**config.mk**
```make
export PLATFORM = sky130hd
export DESIGN_NAME = ltm_video_rx
export DESIGN_NICKNAME = d
export VERILOG_FILES = /design/src/rtl/ltm_pkg.sv /design/src/rtl/ltm_sync_edge.sv /design/src/rtl/ltm_video_rx.sv
export SDC_FILE = /design/constraint.sdc
export NUM_CORES = 1
export LEC_CHECK = 0
export CORE_MARGIN = 8
export CORE_UTILIZATION = 47
export CTS_CLUSTER_DIAMETER = 150
export DETAILED_ROUTE_END_ITERATION = 16
export HOLD_SLACK_MARGIN = 0.08
export PLACE_DENSITY = 0.76
export SKIP_CTS_REPAIR_TIMING = 1
export SYNTH_ARGS = -nofsm -noshare
export SYNTH_HDL_FRONTEND = slang
export SYNTH_SLANG_ARGS = --single-unit
```
**constraint.sdc**
```tcl
create_clock -name display_clk -period 1.9 [get_ports display_clk]
set_input_delay 0.285 -clock display_clk [delete_from_list [all_inputs] [get_ports display_clk]]
set_output_delay 0.285 -clock display_clk [all_outputs]
set_load 0.01 [all_outputs]
```
**src/rtl/ltm_pkg.sv**
```systemverilog
// Shared types and default geometry for the LTM panel video receiver.
// Geometry defaults match the 800x480 LTM panel.
package ltm_pkg;

  localparam int LTM_H_ACTIVE = 800;
  localparam int LTM_V_ACTIVE = 480;

  typedef struct packed {
    logic [7:0] r;
    logic [7:0] g;
    logic [7:0] b;
  } rgb888_t;

  typedef enum logic [1:0] {
    UNLOCKED,
    SYNCED,
    LOCKED
  } ltm_rx_state_t;

endpackage

```
**src/rtl/ltm_sync_edge.sv**
```systemverilog
// Two-flop sample of a panel control line with edge detect.
// act is the asserted level of the first flop; chg flags any transition.
module ltm_sync_edge #(
  parameter bit ACT_LOW = 1'b0
) (
  input  logic clk,
  input  logic rst_n,
  input  logic d,
  output logic act,
  output logic chg
);

  logic s1;
  logic s2;

  always_ff @(posedge clk or negedge rst_n) begin
    if (!rst_n) begin
      s1 <= ACT_LOW;
      s2 <= ACT_LOW;
    end else begin
      s1 <= d;
      s2 <= s1;
    end
  end

  assign act = s1 ^ ACT_LOW;
  assign chg = s1 ^ s2;

endmodule

```
**src/rtl/ltm_video_rx.sv**
```systemverilog
// LTM panel video receiver: recovers pixel x/y, frame boundaries,
// geometry lock and length errors from the R/G/B/DEN/HD/VD bus.
module ltm_video_rx
  import ltm_pkg::*;
#(
  parameter int H_ACTIVE     = LTM_H_ACTIVE,
  parameter int V_ACTIVE     = LTM_V_ACTIVE,
  parameter bit SYNC_ACT_LOW = 1'b1
) (
  input  logic        display_clk,
  input  logic        reset_n,
  input  logic [7:0]  ltm_r,
  input  logic [7:0]  ltm_g,
  input  logic [7:0]  ltm_b,
  input  logic        ltm_den,
  input  logic        ltm_hd,
  input  logic        ltm_vd,
  output logic        pix_valid,
  output logic [23:0] pix_rgb,
  output logic [10:0] pix_x,
  output logic [9:0]  pix_y,
  output logic        pix_sof,
  output logic        pix_eol,
  output logic        locked,
  output logic        err_hlen,
  output logic        err_vlen,
  output logic [15:0] frame_count
);

  localparam logic [10:0] X_END  = 11'(H_ACTIVE);
  localparam logic [10:0] X_LAST = 11'(H_ACTIVE - 1);
  localparam logic [9:0]  Y_END  = 10'(V_ACTIVE);

  logic hd_act, hd_chg;
  logic vd_act, vd_chg;
  logic den_act, den_chg;

  ltm_sync_edge #(.ACT_LOW(SYNC_ACT_LOW)) u_hd (
    .clk   (display_clk),
    .rst_n (reset_n),
    .d     (ltm_hd),
    .act   (hd_act),
    .chg   (hd_chg)
  );

  ltm_sync_edge #(.ACT_LOW(SYNC_ACT_LOW)) u_vd (
    .clk   (display_clk),
    .rst_n (reset_n),
    .d     (ltm_vd),
    .act   (vd_act),
    .chg   (vd_chg)
  );

  ltm_sync_edge #(.ACT_LOW(1'b0)) u_den (
    .clk   (display_clk),
    .rst_n (reset_n),
    .d     (ltm_den),
    .act   (den_act),
    .chg   (den_chg)
  );

  rgb888_t rgb_s1;

  always_ff @(posedge display_clk or negedge reset_n) begin
    if (!reset_n) rgb_s1 <= '0;
    else          rgb_s1 <= {ltm_r, ltm_g, ltm_b};
  end

  ltm_rx_state_t state, state_n;

  logic [10:0] x, x_n;
  logic [9:0]  y, y_n, y_cl;
  logic        h_ovr, h_ovr_n;
  logic        v_ovr, v_ovr_n, v_ovr_cl;
  logic        bad, bad_n;
  logic [15:0] fc_n;

  logic hd_cut, vd_start, den_fall;
  logic line_end, sample, chk, eval;
  logic hlen_bad, vlen_bad, good;
  logic hlen_err, vlen_err, pv;

  always_comb begin
    hd_cut   = hd_act & hd_chg & den_act;
    vd_start = vd_act & vd_chg;
    den_fall = ~den_act & den_chg;
    // a line may close on the very cycle VD starts, never inside VD
    line_end = (den_fall | hd_cut) & (~vd_act | vd_start);
    sample   = den_act & ~vd_act & ~hd_cut;
    chk      = (state != UNLOCKED);
    eval     = vd_start & chk;

    hlen_bad = line_end & ((x != X_END) | h_ovr);

    y_cl     = y;
    v_ovr_cl = v_ovr;
    if (line_end) begin
      if (y == Y_END) v_ovr_cl = 1'b1;
      else            y_cl     = y + 10'd1;
    end

    vlen_bad = (y_cl != Y_END) | v_ovr_cl;
    good     = ~bad & ~hlen_bad & ~vlen_bad;
    hlen_err = chk & hlen_bad;
    vlen_err = eval & vlen_bad;

    pv = sample & chk & ~h_ovr & (x != X_END) & (y < Y_END);

    x_n     = x;
    h_ovr_n = h_ovr;
    if (sample) begin
      if (x == X_END) h_ovr_n = 1'b1;
      else            x_n     = x + 11'd1;
    end
    y_n     = y_cl;
    v_ovr_n = v_ovr_cl;
    if (line_end) begin
      x_n     = '0;
      h_ovr_n = 1'b0;
    end

    bad_n = bad | hlen_bad | (den_act & vd_act);
    if (vd_start) begin
      x_n     = '0;
      h_ovr_n = 1'b0;
      y_n     = '0;
      v_ovr_n = 1'b0;
      bad_n   = den_act;
    end

    fc_n = frame_count + 16'(eval);
  end

  always_comb begin
    state_n = state;
    unique case (state)
      UNLOCKED: if (vd_start)    state_n = SYNCED;
      SYNCED:   if (eval & good) state_n = LOCKED;
      LOCKED: begin
        if (hlen_err | (eval & ~good)) state_n = SYNCED;
      end
      default: state_n = UNLOCKED;
    endcase
  end

  always_ff @(posedge display_clk or negedge reset_n) begin
    if (!reset_n) state <= UNLOCKED;
    else          state <= state_n;
  end

  always_ff @(posedge display_clk or negedge reset_n) begin
    if (!reset_n) begin
      x           <= '0;
      y           <= '0;
      h_ovr       <= 1'b0;
      v_ovr       <= 1'b0;
      bad         <= 1'b0;
      pix_valid   <= 1'b0;
      pix_rgb     <= '0;
      pix_x       <= '0;
      pix_y       <= '0;
      pix_sof     <= 1'b0;
      pix_eol     <= 1'b0;
      err_hlen    <= 1'b0;
      err_vlen    <= 1'b0;
      frame_count <= '0;
    end else begin
      x           <= x_n;
      y           <= y_n;
      h_ovr       <= h_ovr_n;
      v_ovr       <= v_ovr_n;
      bad         <= bad_n;
      pix_valid   <= pv;
      pix_sof     <= pv & (x == '0) & (y == '0);
      pix_eol     <= pv & (x == X_LAST);
      err_hlen    <= hlen_err;
      err_vlen    <= vlen_err;
      frame_count <= fc_n;
      if (pv) begin
        pix_rgb <= rgb_s1;
        pix_x   <= x;
        pix_y   <= y;
      end
    end
  end

  assign locked = (state == LOCKED);

endmodule
```
==> results.json, run 1 <==
{
  "endpoint_kind": "register",
  "cts_buffers": 17,
  "slew_headroom_pct": 61.40,
  "synth_warnings": 0,
  "period_share_pct": 110.9,
  "peakVddDrop_v": 0.0006389,
  "placed_area_sq_mm": 0.006646,
  "hold_violations": 0,
  "ant_nets": 0,
  "holdCritPathClass": "in2reg",
  "numPlacedInstances": 665,
  "port_buffers": 95,
  "path_max_fanout": 6,
  "avgViaCountPerCell": 5.189,
  "dieArea_sq_mm": 0.01442,
  "async_reset_ff_share_pct": 100.0,
  "r2r-end": "y[9]",
  "skew_ns": 0.01596,
  "p_per_area_mw_per_mm2": 1217,
  "syn_area_sq_mm": 0.005090,
  "grt_pass1_wl_mm": 19.31,
  "outcome": "finished, violations left",
  "synth_edf_count": 0,
  "cap_violations": 0,
  "fin_nets": 596,
  "synthDistinctLibCells": 49,
  "die_h_um": 120.1,
  "rsz0062_at_grt": "true",
  "power_mw": 9.405,
  "cts_tree": "done",
  "ys_seq_elements": 122,
  "diodes": 0,
  "cp-startpoint": "u_vd.s2",
  "die_x_um": 120.1,
  "ios": 96,
  "worstSetupPathType": "reg2reg",
  "drive_gt1_share_pct": 33.62,
  "htree_num_levels": 4,
  "vias": 3705,
  "wl_per_cell_um": 18.23,
  "dpl.hpwl_mm": 8.210,
  "mostFrequentLayoutCells": "dfrtp_1 (115), clkdlybuf4s50_1 (93), buf_4 (64), mux2_4 (39), nor2_1 (28)",
  "worst_slew_pin_slew_ns": 0.5790,
  "core-area_sq_mm": 0.01070,
  "gp_routability_congestion": 0.8560,
  "r2r-start": "u_vd.s2",
  "violations": "negative setup slack",
  "synthFlopType": "dfrtp_1",
  "area_growth_pct": 51.77,
  "rows": 38,
  "cts_buffer_depth": 2,
  "finalNonFillerCells": 714,
  "seq_area_frac_synth_pct": 60.08,
  "clock_sinks": 122,
  "maxSlewViolCount": 0,
  "post-route-util_pct": 72.21,
  "track_usage_pct": 17.05,
  "first_pass_iters": 4,
  "r2r_cells": 6,
  "globalRouteOverflowTotal": 0,
  "clockRootBuffer": "clkbuf_8",
  "avgSynthCellArea_sq_um": 13.22,
  "worstSetupStartpointType": "register",
  "clkLatencyLatePin_ns": 0.53,
  "final_common_cell": "dfrtp_1",
  "crit_required_ns": 2.27,
  "cp_data_arrival_time_ns": 2.48,
  "grt_pass1_vias": 3804,
  "start_util_pct": 47.58,
  "drt_iter0_drc": 236,
  "antenna_found_initial": 0,
  "max_freq_ghz": 0.4747,
  "fin_crit_ns": 2.107,
  "ff2ff_setup_slack_ns": -0.21,
  "setup_violations": 28,
  "drt-total-wl_mm": 13.02,
  "grt_start_max_net_pins": 44,
  "leakagePower_nw": 3.618,
  "drcViolationCount": 0,
  "clkTransAtPathRegs_ns": 0.06,
  "final_area_sq_mm": 0.007725,
  "critical_path.endpoint": "y[9]",
  "worst_slack_ns": -0.2066,
  "synthesis.nets": 420,
  "synthCells": 385
}
## flip-flops by register name, indices dropped and copies added (netlist names), 2 cells and up
signal / cells
frame_count: 16
y: 10
pix_y: 10
x: 11
state: 2
pix_x: 11
rgb_s1: 24
pix_rgb: 24
## synthesized netlist by cell type (all sizes together), types with 2 or more instances
cell     instances  area [sq um]
nand2           20         82.58
a2111oi          2         36.29
ha               6         75.07
clkbuf           4         15.01
xor2            16         140.1
inv              9         33.78
nand3           23         120.1
and3             7         43.79
o21ai            9         45.04
nand2b           3         18.77
nor3             7         35.03
or3              5         31.28
nand4           14         87.58
xnor2           16         140.1
dfrtp          118          2953
nor2            31         123.9
a21o             2         15.01
mux2            39         574.3
a21oi           10         53.80
and2             3         18.77
and4             3         26.28
a211oi           2         15.01
nor4             2         25.02
a22oi            2         20.02
nor4b            2         32.53
buf             12         102.6
dfstp            4         105.1
o22ai            2         12.51
nor2b            2         12.51
## report_power, final
| group | internal (mW) | switching [mW] |
|---|---|---|
| clock | 2.63 | 1.15 |
| combinational | 1.43 | 0.899 |
| sequential | 3.01 | 0.281 |
## cells by family after synthesis
| kind of cell | synth area share, % |
|---|---|
| AND/OR/NAND/NOR | 13.67 |
| flip-flops | 60.08 |
| multiplexers | 11.28 |
| AO/OA/AOI/OAI | 5.015 |
| XOR/XNOR | 5.506 |
| buffers and inverters | 2.974 |
| adder cells (fa/ha/maj) | 1.475 |
## worst min path at each step
stage,cells after the start,slack (ns),to,start
after floorplan,0,-0.01,bad,reset_n
after global placement,1,0.32,rgb_s1[2],reset_n
after detailed placement,1,0.32,rgb_s1[5],reset_n
after CTS,1,-0.24,x[10],reset_n
after global routing,1,0.16,u_hd.s1,ltm_hd
final,1,0.17,u_hd.s1,ltm_hd
## per-stage QoR
| stage | worst slack (ns) | hold slack (ns) | setup TNS (ns) |
|---|---|---|---|
| global route | -0.1913 | 0.1608 | -2.960 |
| global placement | -0.03741 | 0.3182 | -0.04944 |
| CTS | -0.2208 | -0.2387 | -2.663 |
| floorplan | -0.05442 | -0.01059 | -1.946 |
| detailed placement | -0.1096 | 0.3211 | -1.605 |
| finish | -0.2066 | 0.1674 | -0.7136 |
## metal layers
| metal | vias to the layer above | GRT usage (%) | routed length (um) |
|---|---|---|---|
| met3 | 18 | 5.120 | 696 |
| met2 | 90 | 28.05 | 6791 |
| met1 | 1899 | 20.22 | 5310 |
| met5 | - | 0 | 0 |
| li1 | 1698 | - | - |
| met4 | 0 | 7.884 | 218 |
## cell type report
cell class | instances | area [sq um]
flip-flops and latches | 122 | 3062
fillers | 713 | 2973
inverters | 9 | 33.78
multi-input cells | 239 | 2077
repair buffers | 172 | 1679
clock inverters | 11 | 239.0
clock buffers | 21 | 459.2
well taps | 140 | 175.2
## critical path, cell delays in order (launching register included)
cell     delay [ns]
dfstp_2        0.57
o22ai_2        0.13
a21oi_4        0.23
nand3_2        0.12
or3_4          0.38
xor2_1         0.17
nor3_1         0.36
Power figures use the tool's default switching activity.
==> run 2, diff against run 1 <==
ABC_AREA = 1   (was default)
SLEW_MARGIN = 20   (was default)
==> run 2 against run 1 <==
Effect of this change:
- synthesized cell count grew 33%
- first-iteration DRC count increased by 19%
- routed wire length is 1.1% higher
- worst setup slack got worse by 0.12 ns
- critical path depth grew 7
- the run still ends with negative setup slack left
- maximum frequency decreased by 5.4%
- highest routed layer unchanged
- non-clock buffer count is 16 lower
- sequential share of layout area increased by 1.9 points
==> results.json, run 2 <==
{
  "wl_per_cell_um": 15.95,
  "mostFrequentLayoutCells": "nand2_1 (132), dfrtp_1 (118), clkdlybuf4s50_1 (93), buf_4 (54), inv_1 (36)",
  "rows": 37,
  "synthCells": 513,
  "die_h_um": 119.0,
  "critical_path.max_stage_delay_ns": 0.53,
  "ys_seq_elements": 122,
  "gp_routability_congestion": 0.9010,
  "synthFlopType": "dfrtp_1",
  "peakVddDrop_v": 0.0007037,
  "worstSetupStartpointType": "register",
  "synth_warnings": 0,
  "worst_slack_ns": -0.3270,
  "seq_area_frac_synth_pct": 61.31,
  "violations": "negative setup slack",
  "dieArea_sq_mm": 0.01416,
  "crit_required_ns": 2.33,
  "first_pass_iters": 5,
  "largestRegisters": "pix_rgb x24, rgb_s1 x24, frame_count x16",
  "clkTransAtPathRegs_ns": 0.06,
  "holdWs_ns": 0.1701,
  "cts_tree": "done",
  "slowest_stage": "dfstp_2",
  "ios": 96,
  "clkLatencyLatePin_ns": 0.52,
  "cts_buffers": 17,
  "syn_area_sq_mm": 0.004987,
  "timing.critical_path.mode_cell": "nor2_4",
  "worstSetupPathType": "reg2reg",
  "final_common_cell": "nand2_1",
  "synth_area_leaders": "dfrtp_1 (59%), nand2_1 (11%), xor2_1 (3.2%), inv_1 (3.1%), nor2_1 (3.0%)",
  "htree_num_levels": 4,
  "slew_headroom_pct": 64.00,
  "synthDistinctLibCells": 34,
  "avgSynthCellArea_sq_um": 9.722,
  "avgViaCountPerCell": 5.065,
  "drive_gt1_share_pct": 26.56,
  "fin_nets": 711,
  "async_reset_ff_share_pct": 100.0,
  "power_mw": 8.820,
  "die_x_um": 119.0,
  "holdCritPathClass": "in2reg",
  "maxSlewViolCount": 0,
  "period_share_pct": 117.2,
  "critical_path.cell_chain": "inv_2, nor2_4, inv_2, nor2_4, ha_4, ha_4, nand3_4, nor3_4, nand3_2, nor2_4, nand2_2, nor4_2, xor2_1",
  "port_buffers": 95,
  "core-area_sq_mm": 0.01032,
  "hold_violations": 0,
  "outcome": "finished, violations left",
  "max_freq_ghz": 0.4490,
  "area_growth_pct": 47.69,
  "diodes": 0,
  "drt-total-wl_mm": 13.16,
  "synth_top_cell_by_area": "dfrtp_1",
  "cap_violations": 0,
  "start_util_pct": 48.31,
  "fin_crit_ns": 2.227,
  "synth_top_area_share_pct": 59.21,
  "synth_common_cells": "nand2_1 (147), dfrtp_1 (118), inv_1 (41)",
  "drcViolationCount": 0,
  "cp_data_arrival_time_ns": 2.65,
  "p_per_area_mw_per_mm2": 1197,
  "cts_buffer_depth": 2,
  "yosysMostFrequentCell": "nand2_1",
  "dpl.hpwl_mm": 8.590,
  "drt_iter0_drc": 281,
  "ant_nets": 0,
  "grt_start_max_net_pins": 39,
  "leakagePower_nw": 3.422,
  "rsz0062_at_grt": "true",
  "clockRootBuffer": "clkbuf_8",
  "synthesis.nets": 548,
  "worst_slew_pin_slew_ns": 0.5400,
  "vias": 4179,
  "endpoint_kind": "register",
  "skew_ns": 0.01284,
  "synth_edf_count": 0,
  "track_usage_pct": 17.78,
  "globalRouteOverflowTotal": 0,
  "setup_violations": 10,
  "clock_sinks": 122,
  "grt_pass1_vias": 4185,
  "grt_pass1_wl_mm": 20.33,
  "antenna_found_initial": 0,
  "path_max_fanout": 2
}
-- run 2: cell count changes after synthesis, sizes merged, moves of 14 or more --
cell,before,now
nor2,31,50
o21ai,9,29
inv,9,48
mux2,39,0
nand2,20,156
xnor2,16,2
-- run 2: critical path, delay by kind of cell, from the launching register on --
kind / cells / cell delay, ns
adder cells (fa/ha/maj): 2 / 0.30
AND/OR/NAND/NOR: 8 / 0.97
XOR/XNOR: 1 / 0.23
buffers and inverters: 2 / 0.10
flip-flops: 1 / 0.53
-- run 2: routing by layer --
| metal | up-vias | GRT usage, % | wire, um |
|---|---|---|---|
| met2 | 148 | 28.98 | 6672 |
| li1 | 1953 | - | - |
| met1 | 2058 | 21.73 | 5518 |
| met5 | - | 0 | 0 |
| met3 | 20 | 5.668 | 759 |
| met4 | 0 | 6.482 | 204 |
-- run 2: final cells by class --
class / instances / area [sq um]
sequential: 122 / 3058
fill: 683 / 2958
multi-input combinational: 331 / 1909
timing repair buffer: 156 / 1446
clock buffer: 19 / 431.7
inverter: 48 / 185.2
tap: 136 / 170.2
clock inverter: 13 / 165.2
-- run 2: path summary, 6_finish.rpt --
kind	to	slack (ns)	from	cells past startpoint
setup / recovery	frame_count[14]	-0.33	u_vd.s2	13
hold / removal	u_hd.s1	0.17	ltm_hd	1
setup reg to reg	frame_count[14]	-0.33	u_vd.s2	13
hold reg to reg	u_hd.s2	0.37	u_hd.s1	0
max in group asynchronous	u_hd.s2	0.92	reset_n	3
min in group asynchronous	pix_valid	0.29	reset_n	2
-- run 2: report_power, final --
group	switching [mW]	internal, mW	leakage (nW)	total (mW)
combinational	1.07	1.17	1.58	2.24
clock	1.18	2.04	0.281	3.22
sequential	0.309	3.06	1.57	3.37
total	2.56	6.26	3.42	8.82
-- run 2: metrics by stage --
stage,worst slack [ns],TNS [ns],std cells,utilization [%],cell area (sq um)
2_1_floorplan,-0.2216,-0.6732,513,-,5042
3_3_place_gp,-0.1865,-0.4170,781,62.68,6471
3_5_place_dp,-0.2934,-1.016,781,62.68,6471
4_1_cts,-0.2986,-1.499,813,68.46,7068
5_1_grt,-0.4802,-2.702,825,71.35,7366
6_report,-0.3270,-1.354,825,71.35,7366
-- run 2: kinds of logic after synthesis --
family,synth area share (%)
flops,61.31
fa+ha+maj,1.505
buf+inv,5.068
compound gates,5.118
simple gates,23.48
xor+xnor,3.512
==> run 3, diff against run 2 <==
PLACE_DENSITY = 0.87   (was 0.76)
==> run 3 against run 2 <==
Effect of this change:
- sequential share of layout area barely moved
- via count is 1.7% lower
- clock power shrank 6.5%
- critical path depth up 2
- routed wire length shrank 4.4%
- clock skew down 0.0057 ns
- die area did not move
- highest routed layer unchanged
- the flow still finishes with violations (negative setup slack)
==> results.json, run 3 (same netlist as run 2, synthesis figures left out) <==
{
  "die_x_um": 119.0,
  "clock_sinks": 122,
  "port_buffers": 95,
  "clockRootBuffer": "clkbuf_8",
  "worst_slew_pin_slew_ns": 0.5752,
  "drive_gt1_share_pct": 26.10,
  "p_per_area_mw_per_mm2": 1177,
  "grt_pass1_vias": 4156,
  "maxSlewViolCount": 0,
  "worst_slack_ns": -0.2500,
  "whs_path_depth": 1,
  "cts_buffers": 17,
  "r2r-end": "frame_count[13]",
  "max_freq_ghz": 0.4651,
  "globalRouteOverflowTotal": 0,
  "cap_violations": 0,
  "fin_crit_ns": 2.150,
  "skew_ns": 0.007132,
  "finalNonFillerCells": 818,
  "fin_nets": 706,
  "power_mw": 8.673,
  "wl_per_cell_um": 15.37,
  "crit_required_ns": 2.35,
  "start_util_pct": 48.31,
  "rsz0062_at_grt": "true",
  "dieArea_sq_mm": 0.01416,
  "cts_tree": "done",
  "r2r-start": "u_vd.s2",
  "clkTransAtPathRegs_ns": 0.06,
  "mostFrequentLayoutCells": "nand2_1 (132), dfrtp_1 (115), clkdlybuf4s50_1 (93), buf_4 (46), inv_1 (36)",
  "vias": 4108,
  "slew_headroom_pct": 61.65,
  "ios": 96,
  "worstSetupStartpointType": "register",
  "drt-total-wl_mm": 12.58,
  "numPlacedInstances": 777,
  "gp_routability_congestion": 0.8674,
  "clkLatencyLatePin_ns": 0.52,
  "outcome": "finished, violations left",
  "ant_nets": 0,
  "cts_buffer_depth": 2,
  "cp_data_arrival_time_ns": 2.60,
  "min_from": "ltm_hd",
  "leakagePower_nw": 3.404,
  "period_share_pct": 113.2,
  "core-area_sq_mm": 0.01032,
  "setup_violations": 10,
  "post-route-util_pct": 71.36,
  "worstSetupPathType": "reg2reg",
  "final_area_sq_mm": 0.007367,
  "rows": 37,
  "htree_num_levels": 4,
  "track_usage_pct": 17.62,
  "path_max_fanout": 2,
  "drt_iter0_drc": 348,
  "final_common_cell": "nand2_1",
  "largestRegisters": "pix_rgb x24, rgb_s1 x24, frame_count x16",
  "drcViolationCount": 0,
  "pre_cts_ws_ns": -0.2611,
  "hold_end": "u_hd.s1",
  "r2r_cells": 15,
  "violations": "negative setup slack",
  "diodes": 0,
  "grt_start_max_net_pins": 44,
  "area_growth_pct": 47.72,
  "avgViaCountPerCell": 5.022,
  "holdCritPathClass": "in2reg",
  "endpoint_kind": "register",
  "grt_pass1_wl_mm": 20.13,
  "placed_area_sq_mm": 0.006479,
  "hold_violations": 0,
  "die_h_um": 119.0,
  "dpl.hpwl_mm": 8.644,
  "antenna_found_initial": 0,
  "ff2ff_setup_slack_ns": -0.25,
  "first_pass_iters": 6,
  "peakVddDrop_v": 0.0005831
}
## run 3: how the worst max path moves through the flow
stage | end | cells after the start | from | slack (ns)
after CTS | frame_count[13] | 14 | u_vd.s2 | -0.29
after global placement | frame_count[15] | 15 | u_vd.s2 | -0.16
after floorplan | frame_count[15] | 15 | u_vd.s2 | -0.22
after global routing | frame_count[13] | 15 | u_vd.s2 | -0.38
after detailed placement | frame_count[13] | 14 | u_vd.s2 | -0.26
final | frame_count[13] | 15 | u_vd.s2 | -0.25
## run 3: through the flow
stage	TNS [ns]	hold WS (ns)
floorplan	-0.6732	-0.01059
global placement	-0.6893	0.3131
detailed placement	-1.412	0.3198
CTS	-1.849	-0.2276
global route	-2.783	0.1524
finish	-1.559	0.1745
## run 3: power by group
group	total, mW	switching, mW	internal, mW
clock	3.01	1.06	1.94
sequential	3.39	0.328	3.07
combinational	2.27	1.10	1.18
total	8.67	2.49	6.19
## run 3: critical path, stage by stage, from the launching register on
cell and delay (ns):
dfstp_2 0.53, inv_2 0.04, nor2_4 0.09, inv_2 0.06, nor2_4 0.11, ha_4 0.18
buf_12 0.10, nand3_4 0.08, nor2_4 0.09, nand2_2 0.08, nor2_4 0.09, nand3_2 0.08
buf_6 0.13, nor3_4 0.20, a21oi_1 0.10, nor2_1 0.11
## run 3: layer usage
metal	vias to the layer above	routed length [um]	GRT usage (%)
met5	-	0	0
met4	0	148	5.534
met3	19	716	5.621
met2	142	6488	30.56
met1	2001	5222	20.31
li1	1946	-	-
## run 3: area by class of cell
class	count	area, sq um
Clock buffer	22	462.9
Clock inverter	8	95.09
Fill cell	679	2957
Inverter	48	185.2
Multi-Input combinational cell	331	1937
Sequential cell	122	3062
Tap cell	136	170.2
Timing Repair Buffer	151	1455
